**src/rtl/bram_stream_reader.sv**
```systemverilog
// bram_stream_reader
//   Streams a burst of words out of the read port of a block RAM onto a
//   valid/ready interface. A burst is a start address and a word count. Reads
//   are issued only when the output skid FIFO is guaranteed to have room for
//   the word when it returns. Because of that, downstream stalls never drop
//   or duplicate data, even though the RAM read latency is fixed.
//
// Parameters
//   RAM_WIDTH    data word width
//   RAM_DEPTH    number of RAM entries (AW = clog2(RAM_DEPTH))
//   READ_LATENCY cycles from enb_out to valid data_in (2 = output register on)
//   FIFO_DEPTH   skid FIFO entries, must be at least READ_LATENCY+1
//
// Ports
//   clk_in        clock, also clocks the RAM read port
//   rst_in        synchronous active-high reset
//   start_in      one-cycle burst request (ignored while busy)
//   base_addr_in  first RAM address of the burst
//   length_in     number of words, 0..RAM_DEPTH
//   addr_out      RAM read address        (to addrb)
//   enb_out       RAM read enable         (to enb)
//   regceb_out    RAM output reg enable   (to regceb, tied high)
//   data_in       RAM read data           (from doutb)
//   data_out      stream data, FIFO head
//   valid_out     stream data valid
//   ready_in      downstream ready
//   last_out      head word is the final word of the burst
//   busy_out      burst in progress
//   done_out      one-cycle pulse after the last word transfers
module bram_stream_reader #(
  parameter int RAM_WIDTH    = 36,
  parameter int RAM_DEPTH    = 512,
  parameter int READ_LATENCY = 2,
  parameter int FIFO_DEPTH   = 4
) (
  input  logic                         clk_in,
  input  logic                         rst_in,
  input  logic                         start_in,
  input  logic [$clog2(RAM_DEPTH)-1:0] base_addr_in,
  input  logic [$clog2(RAM_DEPTH):0]   length_in,
  output logic [$clog2(RAM_DEPTH)-1:0] addr_out,
  output logic                         enb_out,
  output logic                         regceb_out,
  input  logic [RAM_WIDTH-1:0]         data_in,
  output logic [RAM_WIDTH-1:0]         data_out,
  output logic                         valid_out,
  input  logic                         ready_in,
  output logic                         last_out,
  output logic                         busy_out,
  output logic                         done_out
);

  localparam int AW = $clog2(RAM_DEPTH);
  localparam int PW = (FIFO_DEPTH > 1) ? $clog2(FIFO_DEPTH) : 1;
  // Wide enough for in_flight + fifo_count + 1 in the worst case.
  localparam int CW = $clog2(FIFO_DEPTH + READ_LATENCY + 2);

  localparam logic [AW-1:0] ADDR_MAX = AW'(RAM_DEPTH - 1);
  localparam logic [PW-1:0] PTR_MAX  = PW'(FIFO_DEPTH - 1);

  typedef enum logic [1:0] {
    IDLE  = 2'd0,
    READ  = 2'd1,
    DRAIN = 2'd2
  } state_t;

  state_t state, state_next;

  // Burst bookkeeping
  logic [AW-1:0]           addr_q;
  logic [AW:0]             remaining_q;
  logic                    done_q;

  // Read-latency pipeline: valid strobe plus a "this is the last word" tag
  logic [READ_LATENCY-1:0] pipe_vld;
  logic [READ_LATENCY-1:0] pipe_last;

  // Skid FIFO
  logic [RAM_WIDTH-1:0]    mem [FIFO_DEPTH];
  logic [FIFO_DEPTH-1:0]   mem_last;
  logic [PW-1:0]           rd_ptr;
  logic [PW-1:0]           wr_ptr;
  logic [CW-1:0]           count;

  // Handshake / flow-control terms
  logic                    push;
  logic                    pop;
  logic                    head_last;
  logic [CW-1:0]           in_flight;
  logic [CW-1:0]           occupancy;
  logic                    issue;
  logic                    busy;

  always_comb begin
    push      = pipe_vld[READ_LATENCY-1];
    pop       = (count != '0) && ready_in;
    head_last = mem_last[rd_ptr];
    in_flight = '0;
    for (int unsigned i = 0; i < READ_LATENCY; i++) begin
      in_flight = in_flight + CW'(pipe_vld[i]);
    end
    // Slots that would be claimed if a read were issued now. A word popped
    // this cycle frees its slot, so it offsets the new request.
    occupancy = in_flight + count + (pop ? CW'(0) : CW'(1));
  end

  // ---------------------------------------------------------------------------
  // FSM: state register
  // ---------------------------------------------------------------------------
  always_ff @(posedge clk_in) begin
    if (rst_in) begin
      state <= IDLE;
    end else begin
      state <= state_next;
    end
  end

  // ---------------------------------------------------------------------------
  // FSM: next state
  // ---------------------------------------------------------------------------
  always_comb begin
    state_next = state;
    unique case (state)
      IDLE: begin
        if (start_in && (length_in != '0)) begin
          state_next = READ;
        end
      end
      READ: begin
        if (issue && (remaining_q == (AW+1)'(1))) begin
          state_next = DRAIN;
        end
      end
      DRAIN: begin
        if (pop && head_last) begin
          state_next = IDLE;
        end
      end
      default: state_next = IDLE;
    endcase
  end

  // ---------------------------------------------------------------------------
  // FSM: outputs
  // ---------------------------------------------------------------------------
  always_comb begin
    busy  = (state != IDLE);
    issue = (state == READ) && (remaining_q != '0) &&
            (occupancy <= CW'(FIFO_DEPTH));
  end

  // ---------------------------------------------------------------------------
  // Address / length counters, latency pipeline, completion pulse
  // ---------------------------------------------------------------------------
  always_ff @(posedge clk_in) begin
    if (rst_in) begin
      addr_q      <= '0;
      remaining_q <= '0;
      done_q      <= 1'b0;
      pipe_vld    <= '0;
      pipe_last   <= '0;
    end else begin
      done_q <= 1'b0;

      if ((state == IDLE) && start_in) begin
        if (length_in != '0) begin
          addr_q      <= base_addr_in;
          remaining_q <= length_in;
        end else begin
          done_q <= 1'b1;
        end
      end

      if (issue) begin
        addr_q      <= (addr_q == ADDR_MAX) ? '0 : addr_q + AW'(1);
        remaining_q <= remaining_q - (AW+1)'(1);
      end

      if ((state == DRAIN) && pop && head_last) begin
        done_q <= 1'b1;
      end

      pipe_vld[0]  <= issue;
      pipe_last[0] <= issue && (remaining_q == (AW+1)'(1));
      for (int unsigned i = 1; i < READ_LATENCY; i++) begin
        pipe_vld[i]  <= pipe_vld[i-1];
        pipe_last[i] <= pipe_last[i-1];
      end
    end
  end

  // ---------------------------------------------------------------------------
  // Skid FIFO. Storage is cleared on reset so data_out reads back as zero.
  // ---------------------------------------------------------------------------
  always_ff @(posedge clk_in) begin
    if (rst_in) begin
      rd_ptr   <= '0;
      wr_ptr   <= '0;
      count    <= '0;
      mem_last <= '0;
      for (int unsigned i = 0; i < FIFO_DEPTH; i++) begin
        mem[i] <= '0;
      end
    end else begin
      if (push) begin
        mem[wr_ptr]      <= data_in;
        mem_last[wr_ptr] <= pipe_last[READ_LATENCY-1];
        wr_ptr           <= (wr_ptr == PTR_MAX) ? '0 : wr_ptr + PW'(1);
      end
      if (pop) begin
        rd_ptr <= (rd_ptr == PTR_MAX) ? '0 : rd_ptr + PW'(1);
      end
      unique case ({push, pop})
        2'b10:   count <= count + CW'(1);
        2'b01:   count <= count - CW'(1);
        default: count <= count;
      endcase
    end
  end

  // ---------------------------------------------------------------------------
  // Outputs
  // ---------------------------------------------------------------------------
  always_comb begin
    addr_out   = addr_q;
    enb_out    = issue;
    regceb_out = 1'b1;
    data_out   = mem[rd_ptr];
    valid_out  = (count != '0);
    last_out   = (count != '0) && head_last;
    busy_out   = busy;
    done_out   = done_q;
  end

endmodule

```
**config.mk**
```make
export PLATFORM = sky130hd
export DESIGN_NAME = bram_stream_reader
export DESIGN_NICKNAME = d
export VERILOG_FILES = /design/src/rtl/bram_stream_reader.sv
export SDC_FILE = /design/constraint.sdc
export NUM_CORES = 1
export LEC_CHECK = 0
export CORE_ASPECT_RATIO = 2
export CORE_MARGIN = 2
export CORE_UTILIZATION = 54
export DETAILED_ROUTE_END_ITERATION = 6
export PLACE_DENSITY = 0.78
export REMOVE_ABC_BUFFERS = 1
export SYNTH_ARGS = -nofsm -noshare
export SYNTH_HDL_FRONTEND = slang
export SYNTH_SLANG_ARGS = --single-unit
```
**constraint.sdc**
```tcl
create_clock -name clk_in -period 6.5 [get_ports clk_in]
set_input_delay 0.65 -clock clk_in [delete_from_list [all_inputs] [get_ports clk_in]]
set_output_delay 0.65 -clock clk_in [all_outputs]
set_load 0.02 [all_outputs]
```
==> results of run 1 <==
## placed cells by master, fill, tap and decap left out, types with 4 or more instances in the layout
cell type        netlist  final
clkbuf_16              0     17
clkdlybuf4s50_1        0    108
ha_1                  11     11
dfxtp_1               39     37
mux4_2                37     37
a31oi_1                4      4
buf_4                  2      6
nor3_1                10      7
a311oi_1               5      5
xor2_1                 4      4
edfxtp_1             144    144
or2_2                  6      6
inv_1                 17     17
nor2_1                16     15
nand2_1               28     28
nor3_2                 1      4
nand3_1               15     15
and2_1               146    146
a21oi_1               22     22
## synth_stat cells (all sizes together), types with 2 or more instances
cell	n
and2	146
edfxtp	144
dfxtp	39
mux4	37
nand2	28
a21oi	24
clkbuf	21
inv	18
nor2	16
nand3	15
ha	11
nor3	11
buf	10
or2	9
a311oi	6
or4	5
a211oi	4
a31oi	4
xor2	4
a22oi	3
fa	3
mux2i	3
nand2b	3
o21ai	3
o21bai	3
o31ai	3
or3	3
xnor2	3
a2bb2oi	2
nand4b	2
nor4	2
o21a	2
o22ai	2
## power breakdown
group          internal [mW]  total [mW]  switching [mW]
clock                  0.627        1.05           0.422
sequential              1.32        1.36          0.0412
combinational          0.237       0.495           0.258
## routing by layer
| layer | GRT usage | vias up | part of all wire |
|---|---|---|---|
| li1 | - | 2409 | - |
| met2 | 0.410 | 189 | 0.56 |
| met1 | 0.236 | 2565 | 0.36 |
| met5 | 0 | - | 0 |
| met3 | 0.0520 | 35 | 0.051 |
| met4 | 0.0979 | 0 | 0.032 |
## through the flow
step,worst slack [ns],cells
after global routing,0.925,916
after detailed placement,1.32,883
final,1.10,916
after CTS,1.13,915
after floorplan,2.62,571
after global placement,1.46,883
## critical path, cell delays in order, from the launching register on
cell             delay, ns
dfxtp_1               0.34
or3_1                 0.42
nand2_1               0.16
inv_1                 0.12
fa_1                  0.51
inv_1                 0.06
ha_1                  0.21
fa_1                  0.43
or2_1                 0.29
a21oi_2               0.31
nand2_1               0.48
inv_2                 0.35
clkdlybuf4s50_1       0.65
## logic make-up after synthesis
logic type	after synthesis	share of synthesized area
other	1	0.000450
adder cells (fa/ha/maj)	14	0.0237
XOR/XNOR	7	0.00735
multiplexers	40	0.104
flip-flops	183	0.612
buffers and inverters	49	0.0255
AND/OR/NAND/NOR	247	0.173
AO/OA/AOI/OAI	61	0.0543
## worst max-delay path by stage
stage	start	end	slack, ns	depth (start not counted)
after floorplan	count[2]	enb_out	2.62	11
after global placement	ready_in	enb_out	1.46	12
after detailed placement	ready_in	enb_out	1.32	12
after CTS	count[2]	enb_out	1.13	12
after global routing	count[0]	enb_out	0.92	12
final	count[2]	enb_out	1.10	12
## flip-flops by register name (all words and copies together) (netlist names), named ones only
| register | cells |
|---|---|
| addr_out | 9 |
| count | 3 |
| rd_ptr | 2 |
| wr_ptr | 2 |
| mem_last | 4 |
| pipe_vld | 2 |
| pipe_last | 2 |
| remaining_q | 10 |
| mem | 144 |
| done_out | 1 |
| state | 2 |
## cell type report
cell class                      count  share of cell area
Sequential cell                   183               0.501
Multi-Input combinational cell    370               0.298
Timing Repair Buffer              114               0.110
Clock buffer                       21              0.0452
Tap cell                          198              0.0243
Clock inverter                     11              0.0145
Inverter                           18             0.00663
Antenna cell                        1            0.000245
==> run metrics, run 1 <==
post-CTS setup buffers=0; GRT Residual Overflow=0; hold_sp=pipe_last[0]; final core utilization=0.670; Final Critical Period=5.40 ns; antenna violations before repair=1; H-tree levels=4; TritonCTS Buffers=17; Slew Viols, Final=0; fill count=1070; layout cell share with drive strength beyond 1=0.137; fmax=0.185 GHz; cell chosen for the clock root=clkbuf_16; number of enable flip-flop cells after synthesis=144; Seq cells post-synth=183; HP Class=reg2reg; chip height=180 um; Worst R2R Setup Slack=2.33 ns; Slew HR=0.247; max_cap viols=0; antenna viol nets, final=0; via count=5198; Power Dens Cells=285 mW/mm^2; reg-to-reg startpoint=count[2]; die area=0.0165 sq mm; post-synth top area share=0.519; FFs w/ async S/R, synth=0; Register Area=0.00511 sq mm; Pre-antenna DRT Iters=5; Total Wirelength=17600 um; WP data required=5.85 ns; status=completed; Vias/cell=5.67; layout net count=777; first-pass GRT wire length=28000 um; dominant synthesized flop cell=edfxtp_1; later-pin clock latency in the skew report=0.42 ns; top post-synthesis cells by area=edfxtp_1, and2_1, mux4_2, dfxtp_1, ha_1; final setup fails=0; CTS tree=done; post-synth top area cell=edfxtp_1; Crit Path Category=reg2out; Max Clock Skew=0.00601 ns; WL/cell=19.2 um; WHS Endpoint=pipe_last[1]; Hold Buf Count CTS=0; YS warnings=0; r2r worst-path depth=13; count of final hold-check violations=0; port bufs=108; worst path arrival time=4.75 ns; Min Hold Slack=0.435 ns; r2r endpoint=addr_out[2]; Pleak=3.64 nW; Post-CTS Resized=0; CP endpoint kind=output port; number of cell rows=64; multi-input combinational cell area=0.00304 sq mm; Die W=91.9 um; Placed Area=0.00959 sq mm; gp weighted congestion=0.851; synthesized cell area=0.00834 sq mm; All-Layer GR Usage=0.222; total clock sinks=183; Hold Path Depth=1; Distinct cells, synth=60; post-route design area=0.0102 sq mm; Fin Setup TNS=0 ns; Core Box Area=0.0152 sq mm; Remaining DRCs=0; worst-path fanout max=20; crit path launch type=flip-flop; Seq/Total Area, Yosys=0.612; Slew @ Worst Pin=1.13 ns; Tot Pwr=2.91 mW; synth-to-layout area growth=22.3%; Final Cycle Share=0.831; Ports=110; post-DP HPWL=11300 um; number of global-route vias before repair=5664; worst vdd ir=0.218 mV; Cells after Synth=602; Avg Inst Size Synth=13.9 sq um; clock tree buffer depth=2; effective utilization at floorplan=0.548; RSZ-0062 raised after global routing=false; maximum number of pins on one net before global-route repair=46; Clk pin slew, worst setup/hold paths=0.06 ns; initial detailed-routing violation count=281
Note: power is estimated with default switching activity, not from simulation.
==> run 2, diff against run 1 <==
--- a/config.mk
+++ b/config.mk
@@ -7,9 +7,9 @@
 export LEC_CHECK = 0
 export CORE_ASPECT_RATIO = 2
 export CORE_MARGIN = 2
-export CORE_UTILIZATION = 54
+export CORE_UTILIZATION = 50
 export DETAILED_ROUTE_END_ITERATION = 6
-export PLACE_DENSITY = 0.78
+export PLACE_DENSITY = 0.76
 export REMOVE_ABC_BUFFERS = 1
 export SYNTH_ARGS = -nofsm -noshare
 export SYNTH_HDL_FRONTEND = slang
==> constraint.sdc (replaced) <==
create_clock -name clk_in -period 4.4 [get_ports clk_in]
set_input_delay 0.44 -clock clk_in [delete_from_list [all_inputs] [get_ports clk_in]]
set_output_delay 0.44 -clock clk_in [all_outputs]
set_load 0.02 [all_outputs]
==> run metrics, run 2 (synthesized netlist as in run 1, its figures left out) <==
reg-to-reg startpoint=count[2]; critical path depth=12 (unchanged); GRT Residual Overflow=0 (unchanged); Cell Count Post-Placement=893 (+1.1%); max_cap viols=0 (unchanged); fmax=0.241 GHz; max reg flops=144 (unchanged); TritonCTS Buffers=17 (unchanged); Slowest cell on crit path=fa_1; synth-to-layout area growth=22.1%; Min Hold Slack=0.440 ns (+0.00454 ns); cell chosen for the clock root=clkbuf_16; count of final hold-check violations=0 (unchanged); port bufs=108 (unchanged); HP Class=reg2reg; Hold Path Depth=1 (unchanged); Tot Pwr=4.17 mW (+43%); Placed Area=0.00962 sq mm (+0.39%); Slew HR=0.238 (-0.00881); final cell count without fillers=925 (+0.98%); post-route design area=0.0102 sq mm (-0.15%); H-tree levels=4 (unchanged); CP Cell Sequence=or3_1 -> nand2_1 -> inv_1 -> fa_1 -> inv_1 -> ha_1 -> fa_1 -> or2_1 -> a21oi_4 -> nand2_1 -> inv_2 -> dlygate4sd2_1; Ports=110 (unchanged); Buf+Inv Stages, Crit Path=4 (unchanged); antenna viol nets, final=0 (unchanged); worst vdd ir=0.317 mV (+45%); Final Cycle Share=0.944; final setup fails=0 (unchanged); Crit Path Category=reg2out; Die W=95.3 um (+3.8%); crit path launch type=flip-flop; effective utilization at floorplan=0.513 (-0.0355); WHS Endpoint=pipe_last[1]; total clock sinks=183 (unchanged); first-pass GRT wire length=28900 um (+3.0%); gp weighted congestion=0.880 (+3.5%); Final Critical Period=4.16 ns; later-pin clock latency in the skew report=0.43 ns (about the same); Fin Setup TNS=0 ns (unchanged); Core Box Area=0.0163 sq mm (+6.9%); Vias/cell=5.70 (+0.47%); maximum number of pins on one net before global-route repair=45 (-2.2%); GR Layer Usage met1=0.226 (-0.00997); CTS tree=done; hold_sp=pipe_last[0]; Pleak=3.66 nW (+0.64%); Total Wirelength=18200 um (+3.2%); chip height=187 um (+3.8%); status=completed; met2 Usage GRT=0.396 (-0.0137); number of cell rows=66 (+3.1%); Clk pin slew, worst setup/hold paths=0.07 ns (about the same); number of global-route vias before repair=5738 (+1.3%); Max Clock Skew=0.00964 ns (+0.00364 ns); antenna violations before repair=0 (-1); Slew @ Worst Pin=1.14 ns (+0.0132 ns); worst-path fanout max=5 (-75%); most frequent cells in the layout=and2_1, edfxtp_1, clkdlybuf4s50_1; layout net count=781 (+0.51%); WP data required=3.96 ns (-1.89 ns); cell family with most CP delay=adder cells; Remaining DRCs=0 (unchanged); layout cell share with drive strength beyond 1=0.140 (+0.00340); die area=0.0178 sq mm (+7.7%); Slew Viols, Final=0 (unchanged); leading cell type in the layout, fill and taps excluded=and2_1; slowest stage delay, CP=0.50 ns (-0.15 ns); Largest Register=mem; initial detailed-routing violation count=273 (-2.8%); Worst R2R Setup Slack=0.64 ns (-1.69 ns); grt peak-use layer=met2; # diodes=0 (-1); CP endpoint kind=output port; WL/cell=19.7 um (+2.2%); worst path arrival time=3.72 ns (-1.03 ns); met3 Use GR=0.0452 (-0.00675); All-Layer GR Usage=0.217 (-0.00508); via count=5274 (+1.5%); post-DP HPWL=11900 um (+5.5%); r2r endpoint=addr_out[7]; Power Dens Cells=409 mW/mm^2 (+44%); clock tree buffer depth=2 (unchanged); RSZ-0062 raised after global routing=false; Pre-antenna DRT Iters=4 (-1); r2r worst-path depth=13 (unchanged)
-- run 2: worst register-to-register path, cell delays in order (launching register included) --
cell and delay (ns):
dfxtp_1 0.33, or3_1 0.41, nand2_1 0.16, inv_1 0.13, fa_1 0.50, inv_1 0.05, ha_1 0.20, fa_1 0.45
or2_1 0.31, a21oi_4 0.24, nand2_1 0.12, buf_4 0.22, or4_1 0.48, o31ai_1 0.08
-- run 2: worst max-delay path by stage --
stage / end / startpoint / slack [ns]
2_1_floorplan: addr_out[2] / count[2] / 0.72
3_3_place_gp: enb_out / ready_in / 0.35
3_5_place_dp: enb_out / ready_in / 0.25
4_1_cts: enb_out / count[2] / 0.22
5_1_grt: enb_out / count[0] / 0.1
6_report: enb_out / count[2] / 0.24
-- run 2: report_power, final --
| group | switching [mW] | internal [mW] | leakage, nW | total (mW) |
|---|---|---|---|---|
| registers | 0.0852 | 1.95 | 1.81 | 2.04 |
| clock network | 0.625 | 0.783 | 0.292 | 1.41 |
| logic | 0.363 | 0.357 | 1.56 | 0.720 |
-- run 2: through the flow --
stage / util / setup WS (ns)
floorplan: - / 0.717
global placement: 0.592 / 0.352
detailed placement: 0.592 / 0.252
CTS: 0.626 / 0.220
global route: 0.626 / 0.0975
finish: 0.626 / 0.244
-- run 2: layer usage --
layer,vias up,wire length [um],share of wire
met5,-,0,0
met4,0,677,0.037
met3,43,826,0.045
met2,166,10200,0.56
met1,2652,6480,0.36
li1,2413,-,-
-- run 2: layout make-up --
| cell class | instances | area (sq um) |
|---|---|---|
| clock buffer | 19 | 475 |
| multi-input combinational | 370 | 3050 |
| tap | 204 | 255 |
| timing repair buffer | 118 | 1150 |
| fill | 1209 | 6090 |
| clock inverter | 13 | 76.3 |
| sequential | 183 | 5110 |
| inverter | 18 | 67.6 |
-- run 2: what timing repair did --
action,CTS,global route
gates resized for setup,2,0
endpoints found under the hold margin,0,0
hold buffers,0,0
setup endpoints to repair,1,0
setup buffers,0,0
